--- src/rtl/chunked_seq_adder_if.sv ---
// Handshake and operand/result bundle for chunked_seq_adder.
// master drives requests, slave returns status and results.
interface chunked_seq_adder_if #(
  parameter int unsigned WIDTH = 32
);
  logic             start;
  logic [WIDTH-1:0] a;
  logic [WIDTH-1:0] b;
  logic             cin;
  logic             sub;
  logic             busy;
  logic             done;
  logic [WIDTH-1:0] sum;
  logic             cout;
  logic             ovf;

  modport master (
    output start, a, b, cin, sub,
    input  busy, done, sum, cout, ovf
  );

  modport slave (
    input  start, a, b, cin, sub,
    output busy, done, sum, cout, ovf
  );
endinterface

--- src/rtl/chunked_seq_adder.sv ---
// Multi-cycle add/subtract: CHUNK bits per clock with a registered inter-chunk carry.
// Results (sum/cout/ovf) update only on the completion edge, flagged by a one-cycle done.
module chunked_seq_adder #(
  parameter int unsigned WIDTH = 32,
  parameter int unsigned CHUNK = 8
) (
  input logic                clk,
  input logic                rst_n,
  chunked_seq_adder_if.slave bus
);

  localparam int unsigned NCHUNK = WIDTH / CHUNK;
  localparam int unsigned CW     = (NCHUNK > 1) ? $clog2(NCHUNK) : 1;
  localparam logic [CW-1:0] LastIdx = CW'(NCHUNK - 1);

  typedef enum logic [1:0] {StIdle, StRun, StDone} state_e;

  state_e           state_q, state_d;
  logic [WIDTH-1:0] a_q, a_d, b_q, b_d;
  logic [WIDTH-1:0] res_q, res_d, sum_q, sum_d;
  logic             carry_q, carry_d, cout_q, cout_d, ovf_q, ovf_d;
  logic [CW-1:0]    cnt_q, cnt_d;

  logic [CHUNK-1:0] a_chunk, b_chunk;
  logic [CHUNK:0]   chunk_sum;
  logic             msb_cin;
  logic             last;

  always_comb begin
    a_chunk   = a_q[cnt_q*CHUNK +: CHUNK];
    b_chunk   = b_q[cnt_q*CHUNK +: CHUNK];
    chunk_sum = {1'b0, a_chunk} + {1'b0, b_chunk} + {{CHUNK{1'b0}}, carry_q};
    // Carry into the chunk MSB recovered from its sum bit; on the last chunk it is the word MSB.
    msb_cin   = chunk_sum[CHUNK-1] ^ a_chunk[CHUNK-1] ^ b_chunk[CHUNK-1];
    last      = (cnt_q == LastIdx);

    state_d = state_q;
    a_d     = a_q;
    b_d     = b_q;
    res_d   = res_q;
    sum_d   = sum_q;
    carry_d = carry_q;
    cout_d  = cout_q;
    ovf_d   = ovf_q;
    cnt_d   = cnt_q;

    unique case (state_q)
      StIdle, StDone: begin
        if (bus.start) begin
          state_d = StRun;
          a_d     = bus.a;
          // Subtract as a + ~b + ~borrow_in.
          b_d     = bus.sub ? ~bus.b : bus.b;
          carry_d = bus.cin ^ bus.sub;
          cnt_d   = '0;
        end else begin
          state_d = StIdle;
        end
      end
      StRun: begin
        res_d[cnt_q*CHUNK +: CHUNK] = chunk_sum[CHUNK-1:0];
        carry_d = chunk_sum[CHUNK];
        cnt_d   = cnt_q + CW'(1);
        if (last) begin
          state_d = StDone;
          sum_d   = res_d;
          cout_d  = chunk_sum[CHUNK];
          ovf_d   = msb_cin ^ chunk_sum[CHUNK];
        end
      end
      default: state_d = StIdle;
    endcase
  end

  always_ff @(posedge clk or negedge rst_n) begin
    if (!rst_n) begin
      state_q <= StIdle;
      a_q     <= '0;
      b_q     <= '0;
      res_q   <= '0;
      sum_q   <= '0;
      carry_q <= 1'b0;
      cout_q  <= 1'b0;
      ovf_q   <= 1'b0;
      cnt_q   <= '0;
    end else begin
      state_q <= state_d;
      a_q     <= a_d;
      b_q     <= b_d;
      res_q   <= res_d;
      sum_q   <= sum_d;
      carry_q <= carry_d;
      cout_q  <= cout_d;
      ovf_q   <= ovf_d;
      cnt_q   <= cnt_d;
    end
  end

  assign bus.busy = (state_q == StRun);
  assign bus.done = (state_q == StDone);
  assign bus.sum  = sum_q;
  assign bus.cout = cout_q;
  assign bus.ovf  = ovf_q;

endmodule

--- src/flat_wrapper.sv ---
// flat-port wrapper written by rule: the top's interface ports become plain ports
module chunked_seq_adder_flat 
#(
  parameter int unsigned WIDTH = 32,
  parameter int unsigned CHUNK = 8
)
  (clk, rst_n, bus_start, bus_a, bus_b, bus_cin, bus_sub, bus_busy, bus_done, bus_sum, bus_cout, bus_ovf);
  chunked_seq_adder_if #(.WIDTH(WIDTH)) bus_i ();
  input logic clk;
  input logic rst_n;
  input wire logic [$bits(bus_i.start)-1:0] bus_start;
  input wire logic [$bits(bus_i.a)-1:0] bus_a;
  input wire logic [$bits(bus_i.b)-1:0] bus_b;
  input wire logic [$bits(bus_i.cin)-1:0] bus_cin;
  input wire logic [$bits(bus_i.sub)-1:0] bus_sub;
  output wire logic [$bits(bus_i.busy)-1:0] bus_busy;
  output wire logic [$bits(bus_i.done)-1:0] bus_done;
  output wire logic [$bits(bus_i.sum)-1:0] bus_sum;
  output wire logic [$bits(bus_i.cout)-1:0] bus_cout;
  output wire logic [$bits(bus_i.ovf)-1:0] bus_ovf;
  assign bus_i.start = bus_start;
  assign bus_i.a = bus_a;
  assign bus_i.b = bus_b;
  assign bus_i.cin = bus_cin;
  assign bus_i.sub = bus_sub;
  assign bus_busy = bus_i.busy;
  assign bus_done = bus_i.done;
  assign bus_sum = bus_i.sum;
  assign bus_cout = bus_i.cout;
  assign bus_ovf = bus_i.ovf;
  chunked_seq_adder #(.WIDTH(WIDTH), .CHUNK(CHUNK)) u_core (.clk(clk), .rst_n(rst_n), .bus(bus_i));
endmodule
--- config.mk ---
export PLATFORM = sky130hd
export DESIGN_NAME = chunked_seq_adder_flat
export DESIGN_NICKNAME = d
export VERILOG_FILES = /design/src/rtl/chunked_seq_adder_if.sv /design/src/rtl/chunked_seq_adder.sv /design/src/flat_wrapper.sv
export SDC_FILE = /design/constraint.sdc
export NUM_CORES = 1
export LEC_CHECK = 0
export CAP_MARGIN = 20
export CORE_ASPECT_RATIO = 0.75
export CORE_MARGIN = 2
export CORE_UTILIZATION = 58
export CTS_CLUSTER_SIZE = 28
export DETAILED_ROUTE_END_ITERATION = 7
export HOLD_SLACK_MARGIN = 0.06
export PLACE_DENSITY_LB_ADDON = 0.2
export SYNTH_ARGS = -nofsm -noshare
export SYNTH_HDL_FRONTEND = slang
export SYNTH_SLANG_ARGS = --single-unit
--- constraint.sdc ---
create_clock -name clk -period 9.35 [get_ports clk]
set_input_delay 2.3375 -clock clk [delete_from_list [all_inputs] [get_ports clk]]
set_output_delay 2.3375 -clock clk [all_outputs]
set_load 0.03 [all_outputs]
==> results of run 1 <==
cell type report:
class,instances,area (sq um),area share
Timing Repair Buffer,109,1080,0.133
Inverter,5,18.8,0.00231
Clock buffer,24,502,0.0618
Multi-Input combinational cell,381,2870,0.354
Tap cell,140,175,0.0216
Sequential cell,135,3380,0.416
Clock inverter,7,91.3,0.0112
layer usage:
metal / routed length, um / vias to the layer above / track usage
li1: - / 2138 / -
met2: 6660 / 137 / 0.398
met5: 0 / - / 0
met3: 1050 / 12 / 0.0584
met4: 152 / 0 / 0.0796
met1: 6340 / 2247 / 0.372
worst paths after layout:
kind                                                from                             to  cells past startpoint
setup / recovery           u_core.state_q[1]$_DFFE_PN0P_                       bus_busy                      3
hold / removal                u_core.b_q[26]$_DFFE_PN0P_     u_core.b_q[26]$_DFFE_PN0P_                      2
setup reg to reg             u_core.cnt_q[0]$_DFFE_PN0P_  u_core.bus.sum[4]$_DFFE_PN0P_                      9
hold reg to reg               u_core.b_q[26]$_DFFE_PN0P_     u_core.b_q[26]$_DFFE_PN0P_                      2
max in group asynchronous                          rst_n   u_core.res_q[21]$_DFFE_PN0P_                      2
min in group asynchronous                          rst_n     u_core.a_q[19]$_DFFE_PN0P_                      1
flip-flops by register name, summed over array words and instances, names as in the netlist:
signal,flops
u_core.a_q,32
u_core.b_q,32
u_core.bus.cout,1
u_core.bus.ovf,1
u_core.bus.sum,32
u_core.carry_q,1
u_core.cnt_q,2
u_core.res_q,32
u_core.state_q,2
cells in the final DEF (no fill, tap or decap), drive strengths merged:
| cell type | n |
|---|---|
| and2 | 3 |
| bufinv | 2 |
| mux2 | 33 |
| mux4 | 16 |
| and3 | 1 |
| xor2 | 1 |
| inv | 6 |
| a31o | 1 |
| nor4b | 1 |
| o21ai | 70 |
| buf | 7 |
| clkdlybuf4s50 | 102 |
| a21oi | 36 |
| clkinvlp | 1 |
| clkinv | 3 |
| a21o | 2 |
| fa | 2 |
| ha | 13 |
| xnor2 | 40 |
| a221o | 1 |
| a31oi | 1 |
| nand2b | 2 |
| nor3 | 3 |
| dfrtp | 135 |
| nor4bb | 1 |
| nor2 | 6 |
| a221oi | 1 |
| clkbuf | 24 |
| nand2 | 76 |
| nor2b | 34 |
| nand3b | 1 |
| nand3 | 1 |
| a22o | 33 |
| nor4 | 2 |
worst min-delay path, cell delays in order (launching register included):
cell and delay [ns]:
dfrtp_1 0.33, nand2_1 0.04, o21ai_0 0.06
cells by family (layout without fill, tap and decap cells):
group | Yosys count | in the layout | share of synthesized area
simple gates | 131 | 131 | 0.104
mux | 49 | 49 | 0.114
xor+xnor | 41 | 41 | 0.0585
buf+inv | 36 | 145 | 0.0248
compound gates | 145 | 145 | 0.139
fa+ha+maj | 15 | 15 | 0.0317
flops | 135 | 135 | 0.528
power by group:
part	leakage [nW]	internal, mW	switching (mW)	total [mW]
combinational	1.45	0.767	1.19	1.95
clock	0.292	0.426	0.239	0.665
sequential	1.73	0.835	0.139	0.974
stage by stage:
stage | std cells | cell area (sq um) | utilization
6_report | 801 | 8120 | 0.748
5_1_grt | 801 | 8120 | 0.748
4_1_cts | 800 | 8100 | 0.746
3_5_place_dp | 769 | 7510 | 0.691
3_3_place_gp | 769 | 7510 | 0.691
2_1_floorplan | 552 | 6400 | -
==> flow_summary.toml, run 1 <==
[synth]
syn_inst = 552
ys_warn_count = 0
synth_area_leaders = "dfrtp_1, mux2_2, mux4_2"
synth_edf_count = 0
syn_area_sq_um = 6400
yosys_most_used_dff = "dfrtp_1"
synth_cell_types = 37
netlist.area_leader.share = 0.528
yosys.area.top_type = "dfrtp_1"
synth_seq_cells = 135
avgSynthCellArea_sq_um = 11.6
synth.most_common_cell = "dfrtp_1"
yosysSeqAreaShare = 0.528
synth.top_cells.by_count = "dfrtp_1, nand2_1, o21ai_0"
synth-async-reset-ratio = 1.00
syn-num-nets = 636

[floorplan]
die_h_um = 95.0
dieArea_sq_um = 11900
initial_utilization = 0.589
core.rowCount = 33
chipWidth_um = 125
io_pins = 105
core-area_sq_um = 10900

[global_routing]
grt_start_max_net_pins = 100
grt_pass1_vias = 4544
grt_usage = 0.258
overflow = 0
antenna_found_initial = 0
grt_pass1_wl_um = 23700

[pwr]
peakVddDrop_uv = 373
power_mw = 3.59
leakage_nw = 3.48
power.density_nw_per_um2 = 442

[critical_path]
worstSetupPathType = "reg2out"
cp_cell_sequence = "nand2b_1 > inv_2 > clkdlybuf4s50_1"
cp-start-kind = "flip-flop"
crit_fanout = 10
crit_required_ns = 7.01
cp_num_buf_inv = 2
critical_path.max_stage_delay_ns = 0.71
cp.arrival_ns = 1.98
cp_top_family = "buffers and inverters"
endpoint_kind = "output port"
rrSetupSlack_ns = 5.63
critPathSlowestCell = "clkdlybuf4s50_1"

[finish]
fin_nets = 733
area_growth_pct = 26.9
n_antenna_cell = 0
final_layout_size_suffix_gt1_frac = 0.153
fillers = 713

[clock_network]
htreeDepth = 4
clock-sinks = 135
cts_tree = "built"
cts_hold_buf = 0
cts_setup_buffers = 0
cts_buffers = 17
clockRootBuffer = "clkbuf_16"
post_cts_resize_count = 0
clk_pin_slew_worst_paths_ns = 0.06
insertion_delay_ns = 0.41
cts_buffer_depth = 2

[status]
status = "finished clean"

[sta]
hold_viol_final = 0
rsz0062_at_grt = "false"
finalSetupTns_ns = 0
fin_crit_sh = 0.462
min_period_ns = 4.32
slew_headroom = 0.345
setup_violations = 0
finalMaxSlewViolations = 0
fmax_mhz = 231
skew_ns = 0.0118
fin_ws_ns = 5.03
fin_hold_ws_ns = 0.477
worst_pin_slew_ns = 0.982

[detailed_routing]
drtIter0Drc = 347
ant_nets = 0
avgViaCountPerCell = 5.66
routed_wl_um = 14200
wl_per_cell_um = 17.7
drt_drc_violations_left = 0
first_pass_iters = 4
vias = 4534

[placed_design]
dp_hpwl_um = 9490
pre_cts_ws_ns = 5.03
gp_congestion = 0.784
io_buffers = 104

[worst_hold_path]
min_path_type = "reg2reg"

[flow_run]
cap_viol_max_count = 0
No activity file was read; power rests on OpenSTA's default activity.
==> run 2: changes to the inputs <==
--- a/config.mk
+++ b/config.mk
@@ -8,7 +8,7 @@
 export CAP_MARGIN = 20
 export CORE_ASPECT_RATIO = 0.75
 export CORE_MARGIN = 2
-export CORE_UTILIZATION = 58
+export CORE_UTILIZATION = 54
 export CTS_CLUSTER_SIZE = 28
 export DETAILED_ROUTE_END_ITERATION = 7
 export HOLD_SLACK_MARGIN = 0.06
==> constraint.sdc (replaced) <==
create_clock -name clk -period 4.4 [get_ports clk]
set_input_delay 1.1 -clock clk [delete_from_list [all_inputs] [get_ports clk]]
set_output_delay 1.1 -clock clk [all_outputs]
set_load 0.03 [all_outputs]
==> flow_summary.toml, run 2 (synthesis results as in run 1) <==
[status]
status = "finished clean"

[worst_hold_path]
holdPathStages = 2
min_path_type = "reg2reg"

[sta]
finalSetupTns_ns = 0
fin_ws_ns = 1.02
fmax_mhz = 296
rsz0062_at_grt = "false"
fin_crit_sh = 0.767
skew_ns = 0.00481
fin_hold_ws_ns = 0.479
setup_violations = 0
finalMaxSlewViolations = 0
slew_headroom = 0.357
hold_viol_final = 0
min_period_ns = 3.38
worst_pin_slew_ns = 0.962

[detailed_routing]
ant_nets = 0
drtIter0Drc = 366
drt_drc_violations_left = 0
wl_per_cell_um = 18.0
routed_wl_um = 14900
first_pass_iters = 4
avgViaCountPerCell = 5.65
vias = 4670

[global_routing]
overflow = 0
grt_pass1_wl_um = 24500
met2_usage = 0.385
globalRouteMet1Util = 0.365
grt_usage = 0.255
grt_pass1_vias = 4700
grt.busiest_layer = "met2"
grt_use_met3 = 0.0663
grt_start_max_net_pins = 78
antenna_found_initial = 0

[pwr]
peakVddDrop_uv = 879
leakage_nw = 3.51
power.density_nw_per_um2 = 948

[finish]
final_cell_mix = "dfrtp_1, clkdlybuf4s50_1, nand2_1"
area_growth_pct = 28.2
layout_commonest_cell = "dfrtp_1"
fin_nets = 735
n_antenna_cell = 0
final_layout_size_suffix_gt1_frac = 0.157
fillers = 829

[flow_run]
cap_viol_max_count = 0

[clock_network]
clock-sinks = 135
insertion_delay_ns = 0.41
cts_buffers = 17
htreeDepth = 4
cts_buffer_depth = 2
clockRootBuffer = "clkbuf_16"
cts_hold_buf = 0
cts_tree = "built"
clk_pin_slew_worst_paths_ns = 0.06
post_cts_resize_count = 0
cts_setup_buffers = 0

[critical_path]
cp_num_cells = 9
critPathSlowestCell = "dfrtp_1"
critical_path.max_stage_delay_ns = 0.65
cp_cell_sequence = "buf_4 > mux4_2 > ha_1 > a21o_1 > a31o_1 > nor2_1 > xnor2_2 > a21oi_1 > o21ai_1"
cp.arrival_ns = 3.71
worstSetupPathType = "reg2reg"
reg2reg_depth = 9
cp_num_buf_inv = 1
cp-start-kind = "flip-flop"
crit_required_ns = 4.73
crit_fanout = 18
cp_top_family = "compound AO/OA/AOI/OAI gates"
endpoint_kind = "flip-flop"

[floorplan]
die_h_um = 98.3
initial_utilization = 0.553
dieArea_sq_um = 12700
chipWidth_um = 130
core.rowCount = 34
io_pins = 105
core-area_sq_um = 11600

[placed_design]
gp_congestion = 0.843
dp_hpwl_um = 10100
io_buffers = 104
pre_cts_ws_ns = 0.986
[run 2: changes by cell type in the layout (fill, tap and decap cells not counted)]
cell        before  now
bufinv_16        2    4
inv_6            1    0
clkinv_2         3    5
clkbuf_8         5    4
clkinvlp_4       1    0
buf_4            5    7
[run 2: report_power, final]
group	internal (mW)	switching, mW
clock	1.00	0.509
combinational	1.63	2.51
sequential	1.77	0.338
[run 2: layer usage]
layer / wire, um / vias to the layer above / part of all wire
met2: 6940 / 156 / 0.47
li1: - / 2145 / -
met5: 0 / - / 0
met4: 201 / 0 / 0.013
met3: 968 / 21 / 0.065
met1: 6790 / 2348 / 0.46
[run 2: final cells by class]
class	count	area, sq um	area share
clock inverter	9	145	0.0177
clock buffer	23	488	0.0595
sequential	135	3380	0.412
multi-input combinational	381	2870	0.350
timing repair buffer	111	1100	0.134
tap	162	203	0.0247
inverter	5	18.8	0.00229
[run 2: worst min-delay path, stage by stage, from the launching register on]
cell,delay [ns]
dfrtp_1,0.34
nand2_1,0.05
o21ai_0,0.06
[run 2: through the flow]
step | total power, mW | utilization | std cells | instance area, sq um
3_3_place_gp | 6.05 | 0.652 | 793 | 7550
4_1_cts | 7.75 | 0.707 | 825 | 8180
6_report | 7.77 | 0.709 | 826 | 8200
2_1_floorplan | 4.90 | - | 552 | 6400
5_1_grt | 8.23 | 0.709 | 826 | 8200
3_5_place_dp | 6.18 | 0.652 | 793 | 7550
[run 2: path summary, 6_finish.rpt]
check,from,to,slack [ns]
worst min register to register,u_core.b_q[30]$_DFFE_PN0P_,u_core.b_q[30]$_DFFE_PN0P_,0.48
worst min-delay path,u_core.b_q[30]$_DFFE_PN0P_,u_core.b_q[30]$_DFFE_PN0P_,0.48
max in group asynchronous,rst_n,u_core.res_q[17]$_DFFE_PN0P_,2.65
min in group asynchronous,rst_n,u_core.a_q[27]$_DFFE_PN0P_,0.76
worst max register to register,u_core.cnt_q[0]$_DFFE_PN0P_,u_core.bus.sum[5]$_DFFE_PN0P_,1.02
worst max-delay path,u_core.cnt_q[0]$_DFFE_PN0P_,u_core.bus.sum[5]$_DFFE_PN0P_,1.02
==> run 3: changes to the inputs <==
--- a/config.mk
+++ b/config.mk
@@ -8,7 +8,7 @@
 export CAP_MARGIN = 20
 export CORE_ASPECT_RATIO = 0.75
 export CORE_MARGIN = 2
-export CORE_UTILIZATION = 54
+export CORE_UTILIZATION = 48
 export CTS_CLUSTER_SIZE = 28
 export DETAILED_ROUTE_END_ITERATION = 7
 export HOLD_SLACK_MARGIN = 0.06
==> constraint.sdc (replaced) <==
create_clock -name clk -period 2.95 [get_ports clk]
set_input_delay 0.7375 -clock clk [delete_from_list [all_inputs] [get_ports clk]]
set_output_delay 0.7375 -clock clk [all_outputs]
set_load 0.03 [all_outputs]
==> flow_summary.toml, run 3 (synthesis results as in run 1) <==
[finish]
area_growth_pct = 28.7
fin_cells = 849
final_layout_size_suffix_gt1_frac = 0.180
final_cell_mix = "dfrtp_1, clkdlybuf4s50_1, nand2_1"
layout_commonest_cell = "dfrtp_1"
fin_nets = 749
fillers = 1010
n_antenna_cell = 0
finalInstanceArea_sq_um = 8230
post-route-util = 0.632

[critical_path]
worstSetupPathType = "reg2reg"
cp_top_family = "adder cells"
cp_cell_sequence = "mux4_2 > fa_2 > fa_2 > a21o_1 > a221oi_4 > o21ai_2 > xnor2_1 > xnor2_1 > o21ai_1"
critPathSlowestCell = "mux4_2"
crit_fanout = 4
endpoint_kind = "flip-flop"
cp.arrival_ns = 3.16
crit_required_ns = 3.23
critical_path.max_stage_delay_ns = 0.53
cp_num_buf_inv = 0
cp-start-kind = "flip-flop"

[clock_network]
insertion_delay_ns = 0.41
htreeDepth = 4
cts_buffers = 17
clockRootBuffer = "clkbuf_16"
clk_pin_slew_worst_paths_ns = 0.06
cts_buffer_depth = 2
clock-sinks = 135
cts_tree = "built"
cts_hold_buf = 0

[flow_run]
cap_viol_max_count = 0

[placed_design]
placed_cell_area_sq_um = 7680
gp_congestion = 0.905
dp_hpwl_um = 10500
io_buffers = 104
placed_cells = 815

[floorplan]
die_h_um = 104
io_pins = 105
initial_utilization = 0.492
core.rowCount = 36
dieArea_sq_um = 14300
chipWidth_um = 137
core-area_sq_um = 13000

[detailed_routing]
first_pass_iters = 4
avgViaCountPerCell = 5.44
routed_wl_um = 14700
ant_nets = 0
drtIter0Drc = 286
drt_drc_violations_left = 0
wl_per_cell_um = 17.3
vias = 4616

[sta]
fin_crit_sh = 0.975
finalMaxSlewViolations = 0
rsz0062_at_grt = "true"
fmax_mhz = 348
worst_pin_slew_ns = 0.790
hold_viol_final = 0
setup_violations = 0
min_period_ns = 2.88
skew_ns = 0.0107
slew_headroom = 0.472

[status]
status = "finished clean"

[global_routing]
grt_pass1_wl_um = 24200
grt_usage = 0.222
grt_start_max_net_pins = 88
antenna_found_initial = 0
overflow = 0
grt_pass1_vias = 4731

[worst_hold_path]
min_path_type = "in2async"
==> run 3: worst paths after layout <==
check | from | to | slack (ns) | depth (start not counted)
max | u_core.cnt_q[0]$_DFFE_PN0P_ | u_core.bus.ovf$_DFFE_PN0P_ | 0.07 | 9
min | rst_n | u_core.b_q[3]$_DFFE_PN0P_ | 0.29 | 1
max reg2reg | u_core.cnt_q[0]$_DFFE_PN0P_ | u_core.bus.ovf$_DFFE_PN0P_ | 0.07 | 9
min reg2reg | u_core.bus.sum[9]$_DFFE_PN0P_ | u_core.bus.sum[9]$_DFFE_PN0P_ | 0.48 | 2
max in group asynchronous | rst_n | u_core.cnt_q[0]$_DFFE_PN0P_ | 1.83 | 2
min in group clk | u_core.bus.sum[9]$_DFFE_PN0P_ | u_core.bus.sum[9]$_DFFE_PN0P_ | 0.48 | 2
==> run 3: routing by layer <==
| metal | GRT usage | share of wire |
|---|---|---|
| met4 | 0.0817 | 0.013 |
| met5 | 0 | 0 |
| met3 | 0.0609 | 0.068 |
| met1 | 0.320 | 0.47 |
| met2 | 0.322 | 0.45 |
==> run 3: repair_timing <==
action,CTS,global route
hold endpoints to repair,0,0
resized for setup,0,1
buffers inserted,0,2
endpoints found under the setup margin,0,13
==> run 3: layout make-up <==
class                           instances  area, sq um  share of cell area
Clock buffer                           18          429              0.0521
Clock inverter                         14          103              0.0125
Inverter                                5         18.8             0.00228
Multi-Input combinational cell        381         2890               0.350
Sequential cell                       135         3380               0.410
Tap cell                              171          214              0.0260
Timing Repair Buffer                  125         1200               0.146
==> run 3: stage by stage <==
step	setup slack (ns)	setup TNS, ns	hold slack, ns
final	0.0735	0	0.294
after global routing	-0.0754	-0.129	0.319
after CTS	0.102	0	0.300
after detailed placement	0.113	0	0.469
after global placement	0.164	0	0.462
after floorplan	0.0319	0	0.442
Power of run 3 is not shown: default switching activity piles up to over one toggle a cycle in this logic, so the estimate is an artifact.
